File: src/rtl/alu_mul_seq.sv
// rtl/alu_mul_seq.sv - 16x16 shift-and-add multiply sequencer driving the shared execute ALU
// Optional early termination when the multiplier runs out of set bits: ALU_MUL_SEQ_EARLY_EXIT_EN
module alu_mul_seq #(
    parameter logic [4:0] OPC_RR  = 5'b11011,
    parameter logic [1:0] FN_ADD  = 2'b00,
    parameter logic [4:0] OPC_SHF = 5'b11010,
    parameter logic [1:0] FN_SLL  = 2'b01,
    parameter logic [1:0] FN_SRL  = 2'b11
) (
    input  logic        clk,
    input  logic        rst_n,
    input  logic        start,
    input  logic [15:0] op_a,
    input  logic [15:0] op_b,
    output logic        busy,
    output logic        done,
    output logic [15:0] product,
    output logic        alu_req,
    input  logic        alu_gnt,
    output logic [4:0]  alu_opcode,
    output logic [1:0]  alu_funct,
    output logic [15:0] alu_src1,
    output logic [15:0] alu_src2,
    input  logic [15:0] alu_result
);

    typedef enum logic [2:0] {
        S_IDLE,
        S_ADD,
        S_SHL,
        S_SHR,
        S_DONE
    } state_t;

    state_t      state_q, state_d;
    logic [15:0] mcand_q, mcand_d;
    logic [15:0] mplier_q, mplier_d;
    logic [15:0] acc_q, acc_d;
    logic [15:0] product_q, product_d;
    logic [3:0]  count_q, count_d;

    always_ff @(posedge clk) begin
        if (!rst_n) begin
            state_q   <= S_IDLE;
            mcand_q   <= 16'd0;
            mplier_q  <= 16'd0;
            acc_q     <= 16'd0;
            product_q <= 16'd0;
            count_q   <= 4'd0;
        end else begin
            state_q   <= state_d;
            mcand_q   <= mcand_d;
            mplier_q  <= mplier_d;
            acc_q     <= acc_d;
            product_q <= product_d;
            count_q   <= count_d;
        end
    end

    // Every working state only advances on a grant, so a denied cycle is a pure stall.
    always_comb begin
        state_d    = state_q;
        mcand_d    = mcand_q;
        mplier_d   = mplier_q;
        acc_d      = acc_q;
        product_d  = product_q;
        count_d    = count_q;
        alu_req    = 1'b0;
        alu_opcode = 5'd0;
        alu_funct  = 2'd0;
        alu_src1   = 16'd0;
        alu_src2   = 16'd0;

        case (state_q)
            S_IDLE: begin
                if (start) begin
                    mcand_d  = op_a;
                    mplier_d = op_b;
                    acc_d    = 16'd0;
                    count_d  = 4'd0;
                    state_d  = op_b[0] ? S_ADD : S_SHL;
                end
            end
            S_ADD: begin
                alu_req    = 1'b1;
                alu_opcode = OPC_RR;
                alu_funct  = FN_ADD;
                alu_src1   = acc_q;
                alu_src2   = mcand_q;
                if (alu_gnt) begin
                    acc_d   = alu_result;
                    state_d = S_SHL;
                end
            end
            S_SHL: begin
                alu_req    = 1'b1;
                alu_opcode = OPC_SHF;
                alu_funct  = FN_SLL;
                alu_src1   = mcand_q;
                alu_src2   = 16'd1;
                if (alu_gnt) begin
                    mcand_d = alu_result;
                    state_d = S_SHR;
                end
            end
            S_SHR: begin
                alu_req    = 1'b1;
                alu_opcode = OPC_SHF;
                alu_funct  = FN_SRL;
                alu_src1   = mplier_q;
                alu_src2   = 16'd1;
                if (alu_gnt) begin
                    mplier_d = alu_result;
                    count_d  = count_q + 4'd1;
                    if (count_q == 4'd15) begin
                        state_d = S_DONE;
`ifdef ALU_MUL_SEQ_EARLY_EXIT_EN
                    end else if (alu_result == 16'd0) begin
                        state_d = S_DONE;
`endif
                    end else if (alu_result[0]) begin
                        state_d = S_ADD;
                    end else begin
                        state_d = S_SHL;
                    end
                end
            end
            S_DONE: begin
                product_d = acc_q;
                state_d   = S_IDLE;
            end
            default: begin
                state_d = S_IDLE;
            end
        endcase
    end

    assign busy    = (state_q != S_IDLE);
    assign done    = (state_q == S_DONE);
    assign product = product_q;

endmodule

File: config.mk
export PLATFORM = sky130hd
export DESIGN_NAME = alu_mul_seq
export DESIGN_NICKNAME = d
export VERILOG_FILES = /design/src/rtl/alu_mul_seq.sv
export SDC_FILE = /design/constraint.sdc
export NUM_CORES = 1
export LEC_CHECK = 0
export CAP_MARGIN = 0
export CORE_ASPECT_RATIO = 0.7
export CORE_MARGIN = 1
export CORE_UTILIZATION = 45
export DETAILED_ROUTE_END_ITERATION = 16
export HOLD_SLACK_MARGIN = 0.06
export MAX_ROUTING_LAYER = met4
export PLACE_DENSITY = 0.78
export SYNTH_ARGS = -nofsm -noshare
export SYNTH_HDL_FRONTEND = slang
export SYNTH_SLANG_ARGS = --single-unit
export TNS_END_PERCENT = 20
File: constraint.sdc
create_clock -name clk -period 2.3 [get_ports clk]
set_input_delay 0.46 -clock clk [delete_from_list [all_inputs] [get_ports clk]]
set_output_delay 0.46 -clock clk [all_outputs]
set_load 0.01 [all_outputs]
# Yosys cells after proc, flatten, opt, wreduce, memory -nomap -nowiden
# Index checks and enable logic that the tools add are counted.
word_totals:
  reg_bits: 71
  in_bits: 52
  output_inout_bits: 58
  wordCells: 50
classes:
  n_addsub: 1
  eq_ne: 9
  mux: 23
  n_reduce_logical: 11
op_table:
  columns: ["op", "n"]
  rows:
  - ["16-bit one-hot mux with 2 select lines", 4]
  - ["16-bit 2-to-1 mux", 4]
  - ["16-bit one-hot mux with 3 select lines", 1]
  - ["3-bit 2-to-1 mux", 5]
  - ["3-bit one-hot mux with 4 select lines", 1]
  - ["5-bit one-hot mux with 2 select lines", 1]
  - ["3-bit AND reduction", 3]
  - ["4-bit 2-to-1 mux", 2]
  - ["2-bit inequality test (second input constant)", 4]
  - ["4-bit one-hot mux with 2 select lines", 1]
  - ["3-bit by 2-bit equality test with 1-bit output (second input constant)", 2]
  - ["2-bit nonzero test", 3]
  - ["4-bit by 1-bit adder with 4-bit output (second input constant)", 1]
  - ["4-bit equality test (second input constant)", 1]
  - ["2-bit 2-to-1 mux", 2]
  - ["2-bit one-hot mux with 2 select lines", 1]
  - ["4-bit AND reduction", 1]
  - ["3-bit by 1-bit equality test with 1-bit output (second input constant)", 1]
  - ["3-bit equality test (second input constant)", 1]
  - ["3-bit zero test", 1]
  - ["3-bit nonzero test", 1]
  - ["3-bit OR reduction", 1]
  - ["2-bit OR reduction", 1]
  - ["1-bit 2-to-1 mux", 1]

# Depth between registers and ports, before layout
logic_depth:
  word_depth: 4
  depth_mapped: 8
  depth_no_buf: 5

# Worst setup path before layout
# OpenSTA, ideal clock, no wires.
synth_path:
  path_type: "flip-flop to output port"
  from: "register state_q[0]"
  to: "output alu_src1[11]"
  arrival_ns: 1.377
  required_time_ns: 1.840
  path_slack_ns: 0.463
  path_stages_with_launch: 7
  path_buffers: 3
  cell_sequence: "dfxtp_1 > buf_2 > buf_2 > buf_2 > nor2b_1 > a22oi_1 > nor2_1"
synth_between:
  elab_chain_cells: 2
  elab_cells_between_ends: 4
  cone_classes: "eq/ne: 3; mux: 1"
synth_rtl:
  columns: ["item", "line_no", "source"]
  rows:
  - ["from (decl)", "35", "state_t state_q, state_d;"]
  - ["from (signal assigned)", "51", "state_q <= state_d;"]
  - ["3-bit by 2-bit equality test with 1-bit output or 3-bit by 1-bit equality test with 1-bit output (tied branches)", "74", "case (state_q)"]
  - ["16-bit one-hot mux with 3 select lines *", "74", null]
  - ["to (decl)", "22", "output logic [15:0] alu_src1,"]
# Every way passes the cells marked *; elsewhere a longest branch is shown, timed or not.

# Worst setup path after layout
layout_path:
  from: "register state_q[1]"
  to: "output alu_src1[0]"
# Same word-level chain as after synthesis.

==> metrics <==
status=finished with violations; failing checks=negative setup slack; Hold Path Class=reg2reg; post-synth cell types=38; Worst Reg-to-Reg Cells=7; crit path time final=2390 ps; M3 GR Usage=7.44%; fmax=419 MHz; Ys Warns=0; Setup Crit Path Kind=reg2out; Post-Layout Cell Count=627; max cap viols=0; layout cell share with drive strength beyond 1=16.3%; RSZ-0062 raised after global routing=yes; met1 GRT Util=40.9%; delay-heaviest family, CP=buffers and inverters; startpoint of the worst hold path=product[0]$_SDFFE_PN0P_; Area contributors post-synth=dfxtp_1 40%, nand2_1 7.2%, a22oi_1 6.8%; vias in the first global route=3225; CP peak stage delay=470 ps; Pint=2.66 mW; Top Usage Layer GRT=met1; Post-Syn Area=3540 µm²; switching power=1.23 mW; reg-to-reg endpoint=mplier_q[15]$_SDFFE_PN0P_; Die W=108 µm; fill count=607; PwrDens=766 nW/µm²; Clock Skew=7.92 ps; Clock transition at path regs=80 ps; Comb pwr share=30.1%; top cell type's share of synthesized area=40.1%; hpwl dp=7870 µm; register share of total power=37.5%; Core ar.=7450 µm²; Cells after Synth=419; crit path cell chain=buf_4, mux2_2, a22oi_1, nor2_1, clkdlybuf4s50_1; CTS tree=done; placement row count=26; Async SR Flop Fraction=0%; hold_buf cts=0; GRT Total Usage=27.6%; Post-DP Area=4750 µm²; Fin. Hold Viols=0; Avg Inst Size Synth=8.45 µm²; clk buf depth=2; total detailed-routing wirelength=10700 µm; syn_nets=472; register area share after synthesis=40.1%; VDD IR max=0.361 mV; Sw Ratio=31.6%; CP arrival=1930 ps; Post-synth top flop=dfxtp_1; CP startpoint=state_q[1]$_SDFFE_PN0P_; EDFF count, synth=0; Relative slew margins=62.1%; final worst path period share=104%; die area=8240 µm²; Sink Count=71; fin area=5070 µm²; crit path to=alu_src1[0]; Iteration-0 DRC Markers=285; Worst Path Buf+Inv=2; largest net degree at the start of global routing=52; post-synthesis register bit count=71; R2R Path Start=state_q[0]$_SDFFE_PN0P_; Final nets=577; # IOs=110; drt pass-1 iters=5; wire per inst=17.1 µm; most common cell in the netlist=dfxtp_1; post-synth top area cell=dfxtp_1; Synth top cells by count=71 x dfxtp_1, 68 x nand2_1, 53 x nor2_1; initial antenna violation count=0; DP Cell Count=610; Worst EP required=1840 ps; cell depth of the worst setup path=5; Leak=2.29 nW; # diodes=0; GRT overflow=0; buffers added on ports=108; worst hold slack=455 ps; endpoints failing setup=1; Starting Density=47.5%; gpl congestion=0.932; H-Tree Depth=3; CP Launch Type=flop; setup ws final=-86.3 ps; DR DRC count=0; DIE HEIGHT=76.2 µm; Crit-path slowest cell=clkdlybuf4s50_1; Num CTS Buffers=9; R2R setup slack=220 ps; critical-path maximum fanout=9; vias per inst=5.59; met2 usage=35.7%; clock share of power=32.4%; worst skew pair latency=350 ps; antenna-violating nets left=0; CP Capture Type=output pin; Layout area overhead=43.3%; Root Buffer Master=clkbuf_8; via count=3506; global-route wire length before repair=16800 µm; Final Max Slew Viols=0; Least-Margin Pin Slew=568 ps
==> cell usage in the layout, fill, tap and decap left out, types with 3 or more instances in the layout <==
cell	n
dfxtp_1	69
nand2_1	68
clkdlybuf4s50_1	68
nor2_1	51
a21oi_1	36
a22oi_1	32
dlymetal6s2s_1	20
dlygate4sd2_1	20
buf_4	20
mux2i_1	18
mux2_2	17
o21ai_0	17
and2_1	16
a311oi_2	14
clkbuf_8	9
nand3_1	6
nor3_1	3
bufinv_16	3
buf_6	3
==> flip-flops by register name, indices dropped and copies added, names as in the netlist <==
register,count
state_q,3
count_q,4
product,16
mcand_q,16
mplier_q,16
acc_q,16
==> power by group through the flow <==
stage / combinational [mW] / clock, mW / sequential, mW
floorplan: 0.742 / 0 / 1.43
global placement: 1.12 / 0 / 1.47
detailed placement: 1.15 / 0 / 1.47
CTS: 1.17 / 1.27 / 1.45
global route: 1.25 / 1.32 / 1.47
finish: 1.17 / 1.26 / 1.46
==> kinds of logic after synthesis <==
group	count (synthesis)	share of synthesized area (%)
xor gates and xnor gates	2	0.495
other	1	0.106
buffers and inverters	42	6.29
AOI/OAI and AO/OA	104	21.3
adders and majority gates	1	0.353
muxes	35	10.5
DFF	71	40.1
and+or+nand+nor	163	20.8
==> repair_timing <==
action,CTS,global route
setup endpoints to repair,39,23
buffers inserted,1,0
hold endpoints to repair,0,0
gates resized for setup,31,22
==> worst min-delay path: cells and delay by family, from the launching register on <==
family           cells  cell delay [ps]
AND/OR/NAND/NOR      1               50
flip-flops           1              310
AO/OA/AOI/OAI        1               50
==> worst min-delay path by stage <==
| stage | cells past startpoint | slack (ps) | end |
|---|---|---|---|
| detailed placement | 2 | 450 | product[0]$_SDFFE_PN0P_ |
| finish | 2 | 450 | product[0]$_SDFFE_PN0P_ |
| global route | 2 | 480 | product[15]$_SDFFE_PN0P_ |
| floorplan | 2 | 440 | product[0]$_SDFFE_PN0P_ |
| CTS | 2 | 460 | product[0]$_SDFFE_PN0P_ |
| global placement | 2 | 440 | product[10]$_SDFFE_PN0P_ |
==> final cells by class <==
class | instances | area, µm² | area share, %
Inverter | 3 | 11.3 | 0.222
Multi-Input combinational cell | 306 | 1930 | 38.1
Sequential cell | 71 | 1430 | 28.1
Tap cell | 98 | 123 | 2.42
Clock inverter | 7 | 128 | 2.51
Timing Repair Buffer | 133 | 1330 | 26.2
Clock buffer | 9 | 124 | 2.44
==> per-stage QoR <==
step	total power, mW	worst slack (ps)	TNS [ps]	utilization, %
final	3.89	-86.3	-86.3	68.1
after global routing	4.05	-183	-183	68.1
after CTS	3.89	-118	-1020	67.4
after detailed placement	2.63	76.0	0	63.8
after global placement	2.60	148	0	63.8
after floorplan	2.18	463	0	-
==> per-layer routing <==
| metal | vias to the layer above | share of wire (%) |
|---|---|---|
| met5 | - | 0 |
| met3 | 15 | 8.9 |
| li1 | 1668 | - |
| met4 | 0 | 1.2 |
| met1 | 1646 | 49 |
| met2 | 177 | 41 |
(Power assumes the default switching activity.)
